### config.mk
export PLATFORM = sky130hd
export DESIGN_NAME = trig_capture_buf
export DESIGN_NICKNAME = d
export VERILOG_FILES = /design/src/rtl/tcb_pkg.sv /design/src/rtl/tcb_ring_ram.sv /design/src/rtl/trig_capture_buf.sv
export SDC_FILE = /design/constraint.sdc
export NUM_CORES = 1
export LEC_CHECK = 0
export ABC_CLOCK_PERIOD_IN_PS = 4019
export BUFFER_PORTS_ARGS = -buffer_cell sky130_fd_sc_hd__buf_2
export CAP_MARGIN = 20
export CORE_ASPECT_RATIO = 0.5
export CORE_MARGIN = 10
export CORE_UTILIZATION = 55
export CTS_CLUSTER_SIZE = 40
export DETAILED_ROUTE_END_ITERATION = 6
export PLACE_DENSITY = 0.84
export SLEW_MARGIN = 15
export SYNTH_ARGS = -nofsm -noshare
export SYNTH_HDL_FRONTEND = slang
export SYNTH_SLANG_ARGS = --single-unit
### constraint.sdc
create_clock -name clk -period 4.02 [get_ports clk]
set_input_delay 0.201 -clock clk [delete_from_list [all_inputs] [get_ports clk]]
set_output_delay 0.201 -clock clk [all_outputs]
set_load 0.03 [all_outputs]
### src/rtl/tcb_pkg.sv
// tcb_pkg: shared state and trigger-mode encodings for the trigger-capture engine
package tcb_pkg;
  typedef enum logic [2:0] {IDLE, RUN, POST, DONE, SEND} state_t;
  localparam logic [1:0] TM_LEVEL = 2'b00;
  localparam logic [1:0] TM_RISE  = 2'b01;
  localparam logic [1:0] TM_FALL  = 2'b10;
endpackage

### src/rtl/tcb_ring_ram.sv
// tcb_ring_ram: history buffer with one write port and one registered read port
module tcb_ring_ram #(
  parameter int DATA_W = 8,
  parameter int DEPTH  = 32
) (
  input  logic                     clk,
  input  logic                     we,
  input  logic [$clog2(DEPTH)-1:0] waddr,
  input  logic [DATA_W-1:0]        wdata,
  input  logic                     re,
  input  logic [$clog2(DEPTH)-1:0] raddr,
  output logic [DATA_W-1:0]        q
);
  logic [DATA_W-1:0] mem [DEPTH];
  always_ff @(posedge clk) begin
    if (we) mem[waddr] <= wdata;
    if (re) q <= mem[raddr];
  end
endmodule

### src/rtl/trig_capture_buf.sv
// trig_capture_buf: ADC history capture with level/edge trigger and oldest-first streaming
module trig_capture_buf import tcb_pkg::*; #(
  parameter int DATA_W  = 8,
  parameter int DEPTH   = 32,
  parameter int TIMER_W = 32
) (
  input  logic                     clk,
  input  logic                     rst,
  input  logic                     start,
  input  logic                     abort,
  input  logic [DATA_W-1:0]        trig_lvl,
  input  logic [1:0]               trig_mode,
  input  logic [$clog2(DEPTH)-1:0] post_cnt,
  output logic                     adc_req,
  input  logic                     adc_rdy,
  input  logic [DATA_W-1:0]        adc_data,
  output logic                     trd,
  output logic [TIMER_W-1:0]       trig_time,
  input  logic                     sbf,
  output logic                     sd_valid,
  output logic [DATA_W-1:0]        sd_data,
  output logic                     sd_last,
  input  logic                     sd_ready,
  output logic                     cd
);
  localparam int AW = $clog2(DEPTH);
  state_t state, state_n;
  logic [AW-1:0] wr_ptr, rd_ptr, post_left, pcnt, raddr, oldest;
  logic [AW:0] fill, issued, loaded;
  logic [TIMER_W-1:0] timer;
  logic [DATA_W-1:0] lvl, prev, q;
  logic [1:0] mode;
  logic have_prev, q_vld, acc, hit, go, ren, load, fin;
  assign go = start && (state == IDLE || state == DONE);
  assign acc = adc_req && adc_rdy && !abort;
  assign fin = sd_valid && sd_ready && sd_last;
  assign load = q_vld && (!sd_valid || sd_ready);
  assign oldest = wr_ptr - fill[AW-1:0];
  // first read is issued on the DONE->SEND edge so a word is ready one cycle after entry
  assign ren = (state == DONE && state_n == SEND) || (state == SEND && issued != fill && (!q_vld || load));
  assign raddr = state == SEND ? rd_ptr : oldest;
  assign cd = state != SEND;
  always_comb
    hit = mode == TM_RISE ? have_prev && prev < lvl && adc_data >= lvl :
          mode == TM_FALL ? have_prev && prev >= lvl && adc_data < lvl :
          adc_data >= lvl;
  always_comb begin
    state_n = state;
    case (state)
      IDLE: if (start) state_n = RUN;
      RUN:  if (acc && hit) state_n = pcnt == '0 ? DONE : POST;
      POST: if (acc && post_left == AW'(1)) state_n = DONE;
      DONE: state_n = start ? RUN : sbf ? SEND : DONE;
      SEND: if (fin) state_n = IDLE;
      default: state_n = IDLE;
    endcase
    if (abort) state_n = IDLE;
  end
  always_ff @(posedge clk or posedge rst)
    if (rst) state <= IDLE;
    else state <= state_n;
  always_ff @(posedge clk or posedge rst) begin
    if (rst) begin
      adc_req <= 1'b0;
      trd <= 1'b0;
      trig_time <= '0;
      wr_ptr <= '0;
      fill <= '0;
      timer <= '0;
      post_left <= '0;
      have_prev <= 1'b0;
      prev <= '0;
      lvl <= '0;
      mode <= TM_LEVEL;
      pcnt <= '0;
      rd_ptr <= '0;
      issued <= '0;
      loaded <= '0;
      q_vld <= 1'b0;
      sd_valid <= 1'b0;
      sd_data <= '0;
      sd_last <= 1'b0;
    end else begin
      adc_req <= state_n == RUN || state_n == POST;
      trd <= state_n == DONE || state_n == SEND;
      if (go && !abort) begin
        wr_ptr <= '0;
        fill <= '0;
        timer <= '0;
        post_left <= '0;
        have_prev <= 1'b0;
        lvl <= trig_lvl;
        mode <= trig_mode;
        pcnt <= post_cnt;
      end else if (acc) begin
        wr_ptr <= wr_ptr + AW'(1);
        fill <= fill[AW] ? fill : fill + (AW+1)'(1);
        timer <= &timer ? timer : timer + TIMER_W'(1);
        prev <= adc_data;
        have_prev <= 1'b1;
        if (state == RUN && hit) begin
          trig_time <= timer;
          post_left <= pcnt;
        end else if (state == POST) post_left <= post_left - AW'(1);
      end
      if (abort) begin
        q_vld <= 1'b0;
        sd_valid <= 1'b0;
        sd_last <= 1'b0;
      end else begin
        if (ren) begin
          rd_ptr <= raddr + AW'(1);
          issued <= state == SEND ? issued + (AW+1)'(1) : (AW+1)'(1);
        end
        q_vld <= ren || (q_vld && !load);
        if (state == DONE) loaded <= '0;
        if (load) begin
          sd_valid <= 1'b1;
          sd_data <= q;
          sd_last <= loaded + (AW+1)'(1) == fill;
          loaded <= loaded + (AW+1)'(1);
        end else if (sd_valid && sd_ready) begin
          sd_valid <= 1'b0;
          sd_last <= 1'b0;
        end
      end
    end
  end
  tcb_ring_ram #(.DATA_W(DATA_W), .DEPTH(DEPTH)) u_ram (
    .clk(clk),
    .we(acc),
    .waddr(wr_ptr),
    .wdata(adc_data),
    .re(ren),
    .raddr(raddr),
    .q(q)
  );
endmodule

# Word level (Yosys, flattened, before mapping)

Memories as Yosys holds them, arrays and structs flattened. A register that Yosys moved wholly into a read port is not among the register bits.
Index checks and enable logic that the tools add are counted.

Memories: 1
Register bits: 137
Bits in writable memories: 256

Eq/ne operators: 16
Reduce and logical (&&, ||, !) cells: 44
Magnitude comparators: 4
Bitwise logic cells: 2
Muxes and demuxes: 37
$add $sub $neg: 8

Memory list:

| memory    | words | bits a word | read ports | clocked after Yosys merged registers in | write ports | RTL line           | text |
|---|---|---|---|---|---|---|---|
| u_ram.mem | 32    | 8           | 1          | 1                                       | 1           | tcb_ring_ram.sv:14 | `logic [DATA_W-1:0] mem [DEPTH];` |

Operator list:

| operator                | number |
|---|---|
| $mux W32                | 3 |
| $mux W6                 | 6 |
| $mux W5                 | 7 |
| $add A32 B1 Y32 const B | 1 |
| $reduce_and A32 Y1      | 1 |
| $mux W3                 | 7 |
| $add A6 B1 Y6 const B   | 3 |
| $logic_and A1 B1 Y1     | 18 |
| $ge A8 B8 Y1            | 2 |
| $lt A8 B8 Y1            | 2 |
| $pmux W3 S5             | 1 |
| $reduce_and A2 Y1       | 7 |
| $mux W1                 | 13 |
| $eq A3 B2 Y1 const B    | 4 |
| $add A5 B1 Y5 const B   | 2 |
| $logic_or A1 B1 Y1      | 7 |
| $eq A3 B1 Y1 const B    | 2 |
| $eq A3 B3 Y1 const B    | 2 |
| $eq A6 B6 Y1            | 1 |
| $ne A6 B6 Y1            | 1 |
| $reduce_bool A3 Y1      | 2 |
| $eq A5 B1 Y1 const B    | 1 |
| $logic_not A5 Y1        | 1 |
| $sub A5 B1 Y5 const B   | 1 |
| other kinds (11)        | 16 |

# Logic depth before layout (Yosys ltp)

Gate-level depths: netlist of run 1.

Depth after elaboration: 14
Gate-level depth with buffers: 13

# Cells and area by module

From an unflattened synthesis of run 1, not the netlist that was laid out.

Cells, all modules: 1,118
Area, all modules: 17,128.9 um2

By module, submodules not included:

| module           | area each (um2) | cells an instance | seq. area each (um2) | times used |
|---|---|---|---|---|
| tcb_ring_ram     | 10,133.5        | 417               | 7,927.6              | 1 |
| trig_capture_buf | 6,995.5         | 701               | 3,428.3              | 1 |

# Worst setup path after synthesis of run 1

No wires, ideal clock.

Path kind: register to register
From: register wr_ptr[0]
To: register u_ram.q[2] (read register of u_ram.mem), data pin
Arrival: 2,934 ps
Period minus slack after synthesis: 3,072 ps
Stages on the path, launching flop included: 14
Setup slack: 948 ps
Path buffers: 1
Cells stage by stage: dfrtp_1 inv_1 ha_1 inv_1 fa_1 a21o_1 a21oi_1 xnor2_1 nor2_1 a21oi_1 clkbuf_1 mux4_2 a22o_1 nor2_1

Word-level cells in the longest chain between the ends: 2

Ends and longest elaborated chain:

| item                   | RTL line               | text |
|---|---|---|
| from (decl)            | trig_capture_buf.sv:28 | `logic [AW-1:0] wr_ptr, rd_ptr, post_left, pcnt, raddr, oldest;` |
| from (signal assigned) | trig_capture_buf.sv:96 | `wr_ptr <= wr_ptr + AW'(1);` |
| $sub A5 B5 Y5          | trig_capture_buf.sv:38 | `assign oldest = wr_ptr - fill[AW-1:0];` |
| $mux W5                | trig_capture_buf.sv:41 | `assign raddr = state == SEND ? rd_ptr : oldest;` |
| to (decl)              | tcb_ring_ram.sv:12     | `output logic [DATA_W-1:0] q` |

Every way passes these cells.
A chain may end at the register's enable or synchronous reset.

# Worst setup path after layout of run 1

From: register state[0]
To: register u_ram.q[2] (read register of u_ram.mem), data pin

Word-level cells in the longest chain between the ends: 6
Elaborated cells between the ends (all ways): 17
Classes of those cells: eq/ne (5); mux (7); reduce/logical (5)

Ends and longest elaborated chain:

| item                                       | RTL line                                                               | text |
|---|---|---|
| from (decl)                                | trig_capture_buf.sv:27                                                 | `state_t state, state_n;` |
| from (signal assigned)                     | trig_capture_buf.sv:61                                                 | `else state <= state_n;` |
| $eq A3 B3 Y1, or another cell as far along | trig_capture_buf.sv:40, trig_capture_buf.sv:41, trig_capture_buf.sv:49 |  |
| $pmux W3 S5                                | trig_capture_buf.sv:49                                                 | `case (state)` |
| $mux W3                                    | trig_capture_buf.sv:57                                                 | `if (abort) state_n = IDLE;` |
| $eq A3 B3 Y1                               | trig_capture_buf.sv:40                                                 | `assign ren = (state == DONE && state_n == SEND) \|\| (state == SEND && issued != fill && (!q_vld \|\| load));` |
| $logic_and A1 B1 Y1                        | trig_capture_buf.sv:40                                                 |  |
| $logic_or A1 B1 Y1                         | trig_capture_buf.sv:40                                                 |  |

Parallel ways exist; a longest one is shown, timed or not.

==> run summary, run 1 <==
Status = finished, final reports clean
Row count = 45
Worst slew pin tran = 989.2 ps
Final period util = 86.85%
Port bufs = 74
Hold Vio Cnt, Final = 0
Mapped Cells = 1206
Setup slack, reg-to-reg = 530 ps
Area Growth Syn to Fin = 12.61%
CTS Root Cell = clkbuf_16
Worst r2r dst = u_ram.q[2]$_DFFE_PP_
Vias in the first global route = 10670
Grt total ovfl = 0
Die W = 271.5 µm
Synth Cell Area = 17400 µm²
EDFF count, synth = 264
Mapped Nets = 1268
Detail Route Antenna Nets = 0
Sequential cell area fraction in the yosys report = 65.26%
Top cell type's share of synthesized area = 45.56%
DIE AREA = 39580 µm²
GRT Resource Usage Total = 18.71%
Hold path start = sd_ready
Min-Delay Endpoint = sd_valid$_DFFE_PP0P_
Clk buf depth = 3
CP cell instances = nor2_1 -> and2_1 -> inv_4 -> a21oi_4 -> buf_12 -> mux2i_1 -> mux4_2 -> a22o_1 -> nor2_1
Peak VDD IR = 363.3 µV
Compound-Gate Fraction of Synth Area = 3.998%
Setup TNS Final = 0 ps
RR Startpoint = state[0]$_DFF_PP0_
Synth Area in Adders = 2.344%
Largest net degree at the start of global routing = 109
# DRC = 0
Wirelength per Cell = 21.52 µm
Max_cap viols = 0
Pwr Density = 538.9 nW/µm²
Post-synthesis mux area share = 14.49%
Final HPWL DP = 24.30 mm
Final cell count without fillers = 1756
Final setup fails = 0
Clk_lat worst skew = 530 ps
Post-synth top cells = edfxtp_1 (264), dfrtp_1 (137), mux2i_1 (129), nor2_1 (115), nand2_1 (100)
CP required = 4420 ps
Leakage = 7.807 nW
Cell taking the most area after synthesis = edfxtp_1
Total wire length = 37.78 mm
Largest family of logic cells by synthesized area = multiplexers
Top-count cell post-synth = edfxtp_1
CP endpoint kind = flop
CP Max Fanout = 34
Initial Utilization = 56.60%
Critical path's largest stage delay = 710 ps
Starting DRT DRC Count = 887
WHS Path Cells = 4
Nets@finish = 1368
Relative slew margins = 33.81%
Ys flop type = edfxtp_1
CP dominant cell by count = nor2_1
Synth unique cells = 58
R2R depth = 9
Yosys warnings = 0
Clk_skew = 19.47 ps
Post-Place Cells = 1675
CTS Buf Count = 35
Yosys reg bits = 401
IO Count = 75
CTS HTree Levels = 2
Clk pin slew, worst setup/hold paths = 70 ps
Min-Delay Path Class = in -> reg
Crit path buffers/inverters = 2
Simple-Gate Fraction of Synth Area = 8.399%
Antenna violations before repair = 1
XOR/XNOR Fraction of Synth Area = 3.171%
Worst Setup Path Type = reg -> reg
CP arrival = 3890 ps
RSZ-0062 raised after global routing = no
WHS = 20.34 ps
Vias per cell = 5.962
DR pass1 iterations = 5
Async set or reset register ratio after synthesis = 34.16%
DR vias = 10470
Final number of max-transition violations = 0
Clk sink count = 401
First-pass GRT wire length = 59.40 mm
Top cells by area, synth = edfxtp_1 (46%), dfrtp_1 (20%), mux2i_1 (7.4%)
Share of layout cells above drive strength 1 = 16.44%
Routability congestion estimate = 0.8404
TritonCTS clock tree = done
Core ar. = 30740 µm²
Post-CTS setup buffer count = 0
CP Launch Type = flop
FMAX = 286.4 MHz
Fin crit period = 3491 ps
Die height = 145.8 µm
CTS resizes = 0
Synth Area per Inst = 14.43 µm²
Hold buffers post-CTS = 17
Family with the most delay on the worst path = compound AO/OA/AOI/OAI gates
Slowest-stage cell, CP = a21oi_4
cells in the final DEF (no fill, tap or decap), types with 4 or more instances in the layout:
cell / netlist / routed
nor2_1: 115 / 114
ha_1: 31 / 31
dlygate4sd3_1: 0 / 17
a21oi_1: 24 / 23
or2_2: 4 / 4
o211ai_1: 4 / 4
clkinv_2: 0 / 5
nand2_1: 100 / 100
buf_2: 8 / 74
and3_1: 6 / 6
xnor2_1: 20 / 20
or3_1: 7 / 7
a31oi_1: 6 / 6
dfrtp_1: 137 / 137
o21a_1: 5 / 5
edfxtp_1: 264 / 264
nor3_1: 9 / 9
xor2_1: 43 / 43
nand2b_1: 4 / 4
mux2_1: 21 / 21
mux4_2: 32 / 32
clkbuf_8: 0 / 5
and2_1: 6 / 6
nor2b_1: 9 / 9
buf_4: 4 / 20
clkbuf_1: 28 / 12
o21ai_0: 24 / 24
mux2i_1: 129 / 129
a22o_1: 23 / 23
nand3_1: 24 / 24
mux2_2: 23 / 23
clkbuf_16: 0 / 36
nand4_1: 17 / 17
inv_1: 24 / 23
buf_12: 0 / 6
worst min-delay path: cells and delay by family:
family / cells / cell delay [ps]
buffers and inverters: 1 / 90
and+or+nand+nor: 3 / 200
worst max path at each step:
stage,from,endpoint,slack (ps),cells after the start
global route,state[1]$_DFF_PP0_,u_ram.q[2]$_DFFE_PP_,370,9
detailed placement,state[0]$_DFF_PP0_,u_ram.q[3]$_DFFE_PP_,620,9
finish,state[0]$_DFF_PP0_,u_ram.q[2]$_DFFE_PP_,530,9
global placement,state[0]$_DFF_PP0_,u_ram.q[3]$_DFFE_PP_,710,9
CTS,state[0]$_DFF_PP0_,u_ram.q[2]$_DFFE_PP_,580,9
floorplan,rst,adc_req$_DFF_PP0_,150,1
sequential cells by signal, indices dropped and copies added, names as in the netlist, 2 cells and up:
register and cells:
fill 6, issued 6, loaded 6, lvl 8, mode 2, pcnt 5, post_left 5, prev 8
rd_ptr 5, sd_data 8, state 3, timer 32, trig_time 32, u_ram.mem 256, u_ram.q 8, wr_ptr 5
routing by layer:
metal | wire length, µm | global-route usage (%)
met1 | 15480 | 24.45
met2 | 18730 | 31.69
met3 | 2506 | 2.981
met4 | 1068 | 5.666
met5 | 0 | 0
area by class of cell:
class	instances	area, µm²
Clock buffer	53	1015
Sequential cell	401	11360
Antenna cell	1	2.502
Timing Repair Buffer	117	810.8
Clock inverter	10	113.9
Fill cell	2109	11150
Multi-Input combinational cell	726	5667
Inverter	25	101.3
Tap cell	423	529.3
power by group:
part | total [mW] | internal (mW) | leakage, nW | switching, mW
clock | 3.37 | 1.89 | 0.555 | 1.48
sequential | 4.64 | 4.54 | 4.24 | 0.0950
combinational | 2.55 | 1.23 | 3.02 | 1.33
total | 10.6 | 7.66 | 7.81 | 2.90
stage by stage:
stage	setup slack [ps]	cell area, µm²	utilization [%]	power, mW
floorplan	151.2	17400	-	6.592
global placement	710.2	18290	59.51	7.111
detailed placement	620.1	18290	59.51	7.221
CTS	583.7	19590	63.73	10.56
global route	368.4	19600	63.74	10.91
finish	528.6	19600	63.74	10.56
logic make-up (layout without fill, tap and decap cells):
kind of cell,Yosys count,in the layout
flip-flops,401,401
AND/OR/NAND/NOR,321,321
adder cells (fa/ha/maj),32,32
multiplexers,206,206
XOR/XNOR,63,63
buffers and inverters,79,205
other,0,1
AO/OA/AOI/OAI,104,104
(Power assumes the default switching activity.)
==> inputs of run 2 (changes only) <==
Settings changed: ABC_AREA set to 1.
==> run summary, run 2 <==
Status = finished with violations (was finished, final reports clean)
Failing checks = design-rule violations
CP arrival = 3840 ps (was 3890 ps)
Final worst slack = 600.3 ps (was 528.6 ps)
Vias in the first global route = 13790 (was 10670)
Hold buffers post-CTS = 17 (unchanged)
Top cell type's share of synthesized area = 43.20% (was 45.56%)
EDFF count, synth = 264 (unchanged)
Hold Vio Cnt, Final = 0 (unchanged)
GRT Resource Usage Total = 22.60% (was 18.71%)
Ys flop type = edfxtp_1 (unchanged)
Setup TNS Final = 0 ps (unchanged)
Max_cap viols = 0 (unchanged)
Clk buf depth = 3 (unchanged)
Worst slew pin tran = 1157 ps (was 989.2 ps)
Core Util, Final = 62.15% (was 63.74%)
Mapped Cells = 1818 (was 1206)
Vias per cell = 5.980 (was 5.962)
Fin crit period = 3420 ps (was 3491 ps)
Total wire length = 47.68 mm (was 37.78 mm)
Multi-input logic area = 5949 µm² (was 5667 µm²)
Peak VDD IR = 353.4 µV (was 363.3 µV)
Met3 Routed Length = 5.009 mm (was 2.506 mm)
WHS = 5.659 ps (was 20.34 ps)
Relative slew margins = 22.86% (was 33.81%)
Top cells by area, synth = edfxtp_1 (43%), dfrtp_1 (19%), nand2_1 (8.8%) (was edfxtp_1 (46%), dfrtp_1 (20%), mux2i_1 (7.4%))
Final HPWL DP = 29.21 mm (was 24.30 mm)
Die height = 149.2 µm (was 145.8 µm)
Core ar. = 32990 µm² (was 30740 µm²)
Leakage = 8.473 nW (was 7.807 nW)
Final setup fails = 0 (unchanged)
Design Area, Final = 20500 µm² (was 19600 µm²)
Detail Route Antenna Nets = 0 (unchanged)
Post-CTS setup buffer count = 0 (unchanged)
Biggest register = u_ram.mem (unchanged)
Min-Delay Path Class = in -> reg (unchanged)
Largest net degree at the start of global routing = 123 (was 109)
DR vias = 14110 (was 10470)
CP Launch Type = flop (unchanged)
Die W = 278.3 µm (was 271.5 µm)
Initial Utilization = 55.63% (was 56.60%)
Yosys reg bits = 401 (unchanged)
Row count = 47 (was 45)
Clk_skew = 18.82 ps (was 19.47 ps)
CP Max Fanout = 65 (was 34)
Pre-CTS setup slack = 756.9 ps (was 620.1 ps)
Final period util = 85.07% (was 86.85%)
RSZ-0062 raised after global routing = no (unchanged)
Yosys warnings = 0 (unchanged)
Port bufs = 74 (unchanged)
Commonest non-fill, non-tap cell in the layout = nand2_1 (was edfxtp_1)
Synth Cell Area = 18350 µm² (was 17400 µm²)
Clk sink count = 401 (unchanged)
Commonest non-fill, non-tap cells in the layout = nand2_1 (430), edfxtp_1 (264), o21ai_0 (182) (was edfxtp_1 (264), dfrtp_1 (137), mux2i_1 (129))
Clk_lat worst skew = 550 ps (was 530 ps)
Largest regs = u_ram.mem (256), timer (32), trig_time (32) (unchanged)
Wirelength per Cell = 20.20 µm (was 21.52 µm)
DR pass1 iterations = 7 (was 5)
Mapped Nets = 1880 (was 1268)
DIE AREA = 41520 µm² (was 39580 µm²)
Power, Total = 10.91 mW (was 10.56 mW)
First-pass GRT wire length = 75.11 mm (was 59.40 mm)
Max reg flops = 256 (unchanged)
Pwr Density = 532.2 nW/µm² (was 538.9 nW/µm²)
Sequential cell area fraction in the yosys report = 61.88% (was 65.26%)
IO Count = 75 (unchanged)
Final cell count without fillers = 2360 (was 1756)
Area Growth Syn to Fin = 11.72% (was 12.61%)
Post-Place Cells = 2275 (was 1675)
Routability congestion estimate = 0.9210 (was 0.8404)
Share of layout cells above drive strength 1 = 10.63% (was 16.44%)
Async set or reset register ratio after synthesis = 34.16% (unchanged)
CTS Root Cell = clkbuf_16 (unchanged)
Post-synth top cells = nand2_1 (431), edfxtp_1 (264), o21ai_0 (182), inv_1 (162), nor2_1 (159) (was edfxtp_1 (264), dfrtp_1 (137), mux2i_1 (129), nor2_1 (115), nand2_1 (100))
Antenna violations before repair = 0 (was 1)
FILL cells = 2377 (was 2109)
Antenna diodes = 0 (was 1)
Cell taking the most area after synthesis = edfxtp_1 (unchanged)
CP required = 4440 ps (was 4420 ps)
FMAX = 292.4 MHz (was 286.4 MHz)
Top-count cell post-synth = nand2_1 (was edfxtp_1)
Starting DRT DRC Count = 1996 (was 887)
Grt total ovfl = 0 (unchanged)
Final number of max-transition violations = 0 (unchanged)
Worst Setup Path Type = reg -> reg (unchanged)
Synth unique cells = 47 (was 58)
Synth Area per Inst = 10.09 µm² (was 14.43 µm²)
Reg area = 11360 µm² (unchanged)
Setup slack, reg-to-reg = 600 ps (was 530 ps)
# DRC = 1 (was 0)
Met1 WL = 17.75 mm (was 15.48 mm)
CP endpoint kind = flop (unchanged)
TritonCTS clock tree = done (unchanged)
CTS HTree Levels = 2 (unchanged)
CTS resizes = 0 (unchanged)
Top sig layer = met4 (unchanged)
Post-DP Area = 19070 µm² (was 18290 µm²)
CTS Buf Count = 37 (was 35)
Nets@finish = 1952 (was 1368)
Met2 WL = 22.87 mm (was 18.73 mm)
Clk pin slew, worst setup/hold paths = 70 ps (about the same)
[run 2: cell families (layout without fill, tap and decap cells)]
family	after synthesis	after routing	share of synthesized area, %
XOR/XNOR	31	31	1.479
AND/OR/NAND/NOR	751	751	17.01
AO/OA/AOI/OAI	350	350	11.54
flip-flops	401	401	61.88
buffers and inverters	253	354	5.870
adder cells (fa/ha/maj)	32	32	2.223
[run 2: layout make-up]
class / count / area share (%)
Sequential cell: 401 / 55.39
Clock buffer: 45 / 4.815
Inverter: 174 / 3.210
Tap cell: 441 / 2.691
Timing Repair Buffer: 112 / 3.527
Multi-Input combinational cell: 1164 / 29.02
Clock inverter: 23 / 1.355
[run 2: worst max-delay path, cell delays in order, from the launching register on]
cell,delay [ps]
dfrtp_1,420
inv_1,170
ha_1,170
inv_1,60
fa_1,420
nand2_1,110
o21ai_4,70
inv_2,810
o21ai_0,250
o21ai_0,480
o211ai_1,140
nand2_1,90
nand2_1,50
nand2_1,50
[run 2: power by group]
part,leakage (nW),switching (mW),internal (mW)
logic,3.69,1.73,0.773
registers,4.18,0.117,4.60
clock network,0.608,1.59,2.10
[run 2: per-layer routing]
layer  up-vias  global-route usage, %
met1      6770                  28.03
met4         0                  10.00
met3       171                  4.934
li1       6322                      -
met5         -                      0
met2       850                  37.93
[run 2: final timing paths]
| check | from | cells past startpoint | endpoint |
|---|---|---|---|
| max in group asynchronous | rst | 4 | timer[16]$_DFFE_PP0P_ |
| worst max-delay path | wr_ptr[0]$_DFFE_PP0P_ | 13 | u_ram.q[0]$_DFFE_PP_ |
| min in group asynchronous | rst | 3 | trig_time[22]$_DFFE_PP0P_ |
| worst max register to register | wr_ptr[0]$_DFFE_PP0P_ | 13 | u_ram.q[0]$_DFFE_PP_ |
| worst min register to register | sd_data[4]$_DFFE_PP0P_ | 2 | sd_data[4]$_DFFE_PP0P_ |
| worst min-delay path | sd_ready | 4 | sd_valid$_DFFE_PP0P_ |
==> inputs of run 3 (changes only) <==
Settings changed: PLACE_DENSITY 0.84 to unset, PLACE_DENSITY_LB_ADDON set to 0.2, SYNTH_HIERARCHICAL set to 1, TNS_END_PERCENT set to 50.
==> run summary, run 3 <==
Status = finished, final reports clean (was finished with violations)
Crit path buffers/inverters = 4 (was 3)
Antenna violations before repair = 4 (was 0)
Starting DRT DRC Count = 1205 (was 1996)
Synth Cell Area = 18300 µm² (was 18350 µm²)
Wirelength per Cell = 18.88 µm (was 20.20 µm)
Commonest non-fill, non-tap cell in the layout = nand2_1 (unchanged)
Vias per cell = 5.521 (was 5.980)
Die height = 149.0 µm (was 149.2 µm)
Critical path's largest stage delay = 430 ps (was 810 ps)
Yosys reg bits = 401 (unchanged)
Total wire length = 45.00 mm (was 47.68 mm)
Met2 usage = 35.33% (was 37.93%)
CTS resizes = 0 (unchanged)
Fin crit period = 3007 ps (was 3420 ps)
Design Area, Final = 20200 µm² (was 20500 µm²)
CTS Root Cell = clkbuf_16 (unchanged)
CP Max Fanout = 27 (was 65)
Clk sink count = 401 (unchanged)
Synth unique cells = 41 (was 47)
DR vias = 13160 (was 14110)
CP Launch Type = flop (unchanged)
Hold Vio Cnt, Final = 0 (unchanged)
Commonest non-fill, non-tap cells in the layout = nand2_1 (624), edfxtp_1 (264), nand3_1 (243) (was nand2_1 (430), edfxtp_1 (264), o21ai_0 (182))
Post-Place Cells = 2296 (was 2275)
Port bufs = 74 (unchanged)
Leakage = 8.404 nW (was 8.473 nW)
Die W = 278.0 µm (was 278.3 µm)
Vias in the first global route = 12680 (was 13790)
Row count = 47 (unchanged)
Ys flop type = edfxtp_1 (unchanged)
Max reg flops = 256 (unchanged)
CP cell instances = inv_1 -> ha_1 -> inv_1 -> fa_1 -> nand2_1 -> nand2_2 -> inv_2 -> buf_4 -> nand3_1 -> nand3_1 -> nand2_1 -> nand2_1 -> nand2_1 -> nand2_1 -> nand2_1 (was inv_1 -> ha_1 -> inv_1 -> fa_1 -> nand2_1 -> o21ai_4 -> inv_2 -> o21ai_0 -> o21ai_0 -> o211ai_1 -> nand2_1 -> nand2_1 -> nand2_1)
FILL cells = 2717 (was 2377)
Worst Setup Path Type = reg -> reg (unchanged)
Detail Route Antenna Nets = 0 (unchanged)
CTS Buf Count = 37 (unchanged)
Min-Delay Path Class = in -> reg (unchanged)
Final cell count without fillers = 2383 (was 2360)
Clk_skew = 30.32 ps (was 18.82 ps)
DIE AREA = 41420 µm² (was 41520 µm²)
Mapped Nets = 1895 (was 1880)
Initial Utilization = 55.58% (was 55.63%)
Mapped Cells = 1836 (was 1818)
Slowest-stage cell, CP = dfrtp_1 (was inv_2)
Post-synth top cells = nand2_1 (625), edfxtp_1 (264), nand3_1 (243), dfrtp_1 (137), inv_1 (104) (was nand2_1 (431), edfxtp_1 (264), o21ai_0 (182), inv_1 (162), nor2_1 (159))
Top-count cell post-synth = nand2_1 (unchanged)
Clk_lat worst skew = 560 ps (was 550 ps)
DR pass1 iterations = 5 (was 7)
Synth Area per Inst = 9.969 µm² (was 10.09 µm²)
EDFF count, synth = 264 (unchanged)
Share of layout cells above drive strength 1 = 9.072% (was 10.63%)
Biggest register = u_ram/mem (was u_ram.mem)
Core ar. = 32930 µm² (was 32990 µm²)
Largest regs = u_ram/mem (256), timer (32), trig_time (32) (was u_ram.mem (256), timer (32), trig_time (32))
Grt total ovfl = 0 (unchanged)
Worst slew pin tran = 960.7 ps (was 1157 ps)
Max_cap viols = 0 (unchanged)
Area Growth Syn to Fin = 10.37% (was 11.72%)
Relative slew margins = 35.80% (was 22.86%)
Top cell type's share of synthesized area = 43.31% (was 43.20%)
TritonCTS clock tree = done (unchanged)
GRT Resource Usage Total = 21.43% (was 22.60%)
RR Startpoint = wr_ptr[0]$_DFFE_PP0P_ (unchanged)
Worst r2r dst = u_ram/q[0]$_DFFE_PP_ (was u_ram.q[0]$_DFFE_PP_)
Post-DP Area = 18890 µm² (was 19070 µm²)
Hold path start = sbf (was sd_ready)
FMAX = 332.6 MHz (was 292.4 MHz)
Clk pin slew, worst setup/hold paths = 60 ps (was 70 ps)
Cell taking the most area after synthesis = edfxtp_1 (unchanged)
Top cells by area, synth = edfxtp_1 (43%), dfrtp_1 (19%), nand2_1 (13%) (was edfxtp_1 (43%), dfrtp_1 (19%), nand2_1 (8.8%))
First-pass GRT wire length = 70.93 mm (was 75.11 mm)
WHS Path Cells = 3 (was 4)
Grt met1 use = 28.45% (was 28.03%)
Final setup fails = 0 (unchanged)
Final period util = 74.79% (was 85.07%)
Pwr Density = 537.6 nW/µm² (was 532.2 nW/µm²)
Setup TNS Final = 0 ps (unchanged)
R2R depth = 15 (was 13)
Sequential cell area fraction in the yosys report = 62.05% (was 61.88%)
RSZ-0062 raised after global routing = no (unchanged)
Async set or reset register ratio after synthesis = 34.16% (unchanged)
Largest net degree at the start of global routing = 132 (was 123)
CP dominant cell by count = nand2_1 (unchanged)
CTS HTree Levels = 2 (unchanged)
Setup slack, reg-to-reg = 1010 ps (was 600 ps)
Min-Delay Endpoint = state[2]$_DFF_PP0_ (was sd_valid$_DFFE_PP0P_)
CP arrival = 3320 ps (was 3840 ps)
Nets@finish = 1973 (was 1952)
Post-CTS setup buffer count = 0 (unchanged)
# DRC = 0 (was 1)
Peak VDD IR = 297.5 µV (was 353.4 µV)
Final HPWL DP = 28.52 mm (was 29.21 mm)
Met3 track demand over resource = 4.174% (was 4.934%)
Yosys warnings = 6 (was 0)
IO Count = 75 (unchanged)
Routability congestion estimate = 0.9091 (was 0.9210)
CP endpoint kind = flop (unchanged)
Final number of max-transition violations = 0 (unchanged)
GRT Max-Usage Layer = met2 (unchanged)
Clk buf depth = 3 (unchanged)
Family with the most delay on the worst path = buffers and inverters (unchanged)
CP required = 4330 ps (was 4440 ps)
[run 3: cell types whose count changed after synthesis, sizes merged, moves of 36 or more]
cell	change
nor2	-62
nand3	+153
nand2	+188
o21ai	-138
inv	-61
o211ai	-36
[run 3: cell type report]
cell class | instances | area, µm² | area share [%]
clock buffers | 54 | 1010 | 4.998
repair buffers | 118 | 798.3 | 3.952
diodes | 2 | 5.005 | 0.02478
multi-input cells | 1244 | 5996 | 29.68
clock inverters | 11 | 57.56 | 0.2849
well taps | 441 | 551.8 | 2.731
inverters | 112 | 426.7 | 2.112
flip-flops and latches | 401 | 11360 | 56.22
[run 3: cell families (layout without fill, tap and decap cells)]
group	after synthesis	after routing	share of synthesized area (%)
xor+xnor	48	48	2.297
simple gates	1026	1026	23.50
flops	401	401	62.05
buf+inv	191	295	5.318
fa+ha+maj	29	29	2.024
compound gates	133	133	4.327
other cells	0	2	0
mux	8	8	0.4922
[run 3: through the flow]
| step | util (%) | setup slack [ps] | hold slack [ps] | power (mW) |
|---|---|---|---|---|
| 2_1_floorplan | - | 151.2 | 264.1 | 6.955 |
| 3_3_place_gp | 57.37 | 1053 | 407.0 | 7.568 |
| 3_5_place_dp | 57.37 | 949.0 | 411.7 | 7.613 |
| 4_1_cts | 61.16 | 933.3 | 48.34 | 10.86 |
| 5_1_grt | 61.33 | 696.0 | 98.84 | 11.44 |
| 6_report | 61.34 | 1013 | 60.55 | 10.86 |
[run 3: worst max-delay path by stage]
| stage | startpoint | end | slack, ps | depth (start not counted) |
|---|---|---|---|---|
| after global placement | wr_ptr[0]$_DFFE_PP0P_ | u_ram/q[6]$_DFFE_PP_ | 1050 | 15 |
| final | wr_ptr[0]$_DFFE_PP0P_ | u_ram/q[0]$_DFFE_PP_ | 1010 | 15 |
| after detailed placement | wr_ptr[0]$_DFFE_PP0P_ | u_ram/q[0]$_DFFE_PP_ | 950 | 14 |
| after global routing | lvl[5]$_DFFE_PP0P_ | trig_time[2]$_DFFE_PP0P_ | 700 | 14 |
| after floorplan | rst | adc_req$_DFF_PP0_ | 150 | 1 |
| after CTS | wr_ptr[0]$_DFFE_PP0P_ | u_ram/q[0]$_DFFE_PP_ | 930 | 14 |
[run 3: where the power goes]
part	total, mW	switching, mW	leakage, nW	internal (mW)
Clock	3.26	1.52	0.517	1.75
Combinational	2.80	1.94	3.72	0.861
Sequential	4.80	0.156	4.16	4.64
Total	10.9	3.61	8.40	7.25
[run 3: per-layer routing]
layer / share of wire, % / wire (µm)
met1: 42 / 19090
met2: 47 / 21230
met3: 7.9 / 3560
met4: 2.5 / 1109
met5: 0.044 / 20
[run 3: worst reg2reg max path, cell delays in order (launching register included)]
cell	delay, ps
dfrtp_1	430
inv_1	110
ha_1	200
inv_1	80
fa_1	400
nand2_1	90
nand2_2	60
inv_2	300
buf_4	410
nand3_1	170
nand3_1	130
nand2_1	110
nand2_1	80
nand2_1	90
nand2_1	80
nand2_1	60
[run 3: what timing repair did]
item	4_1_cts	5_1_grt
setup endpoints to repair	0	0
hold buffers	18	0
endpoints found under the hold margin	129	0
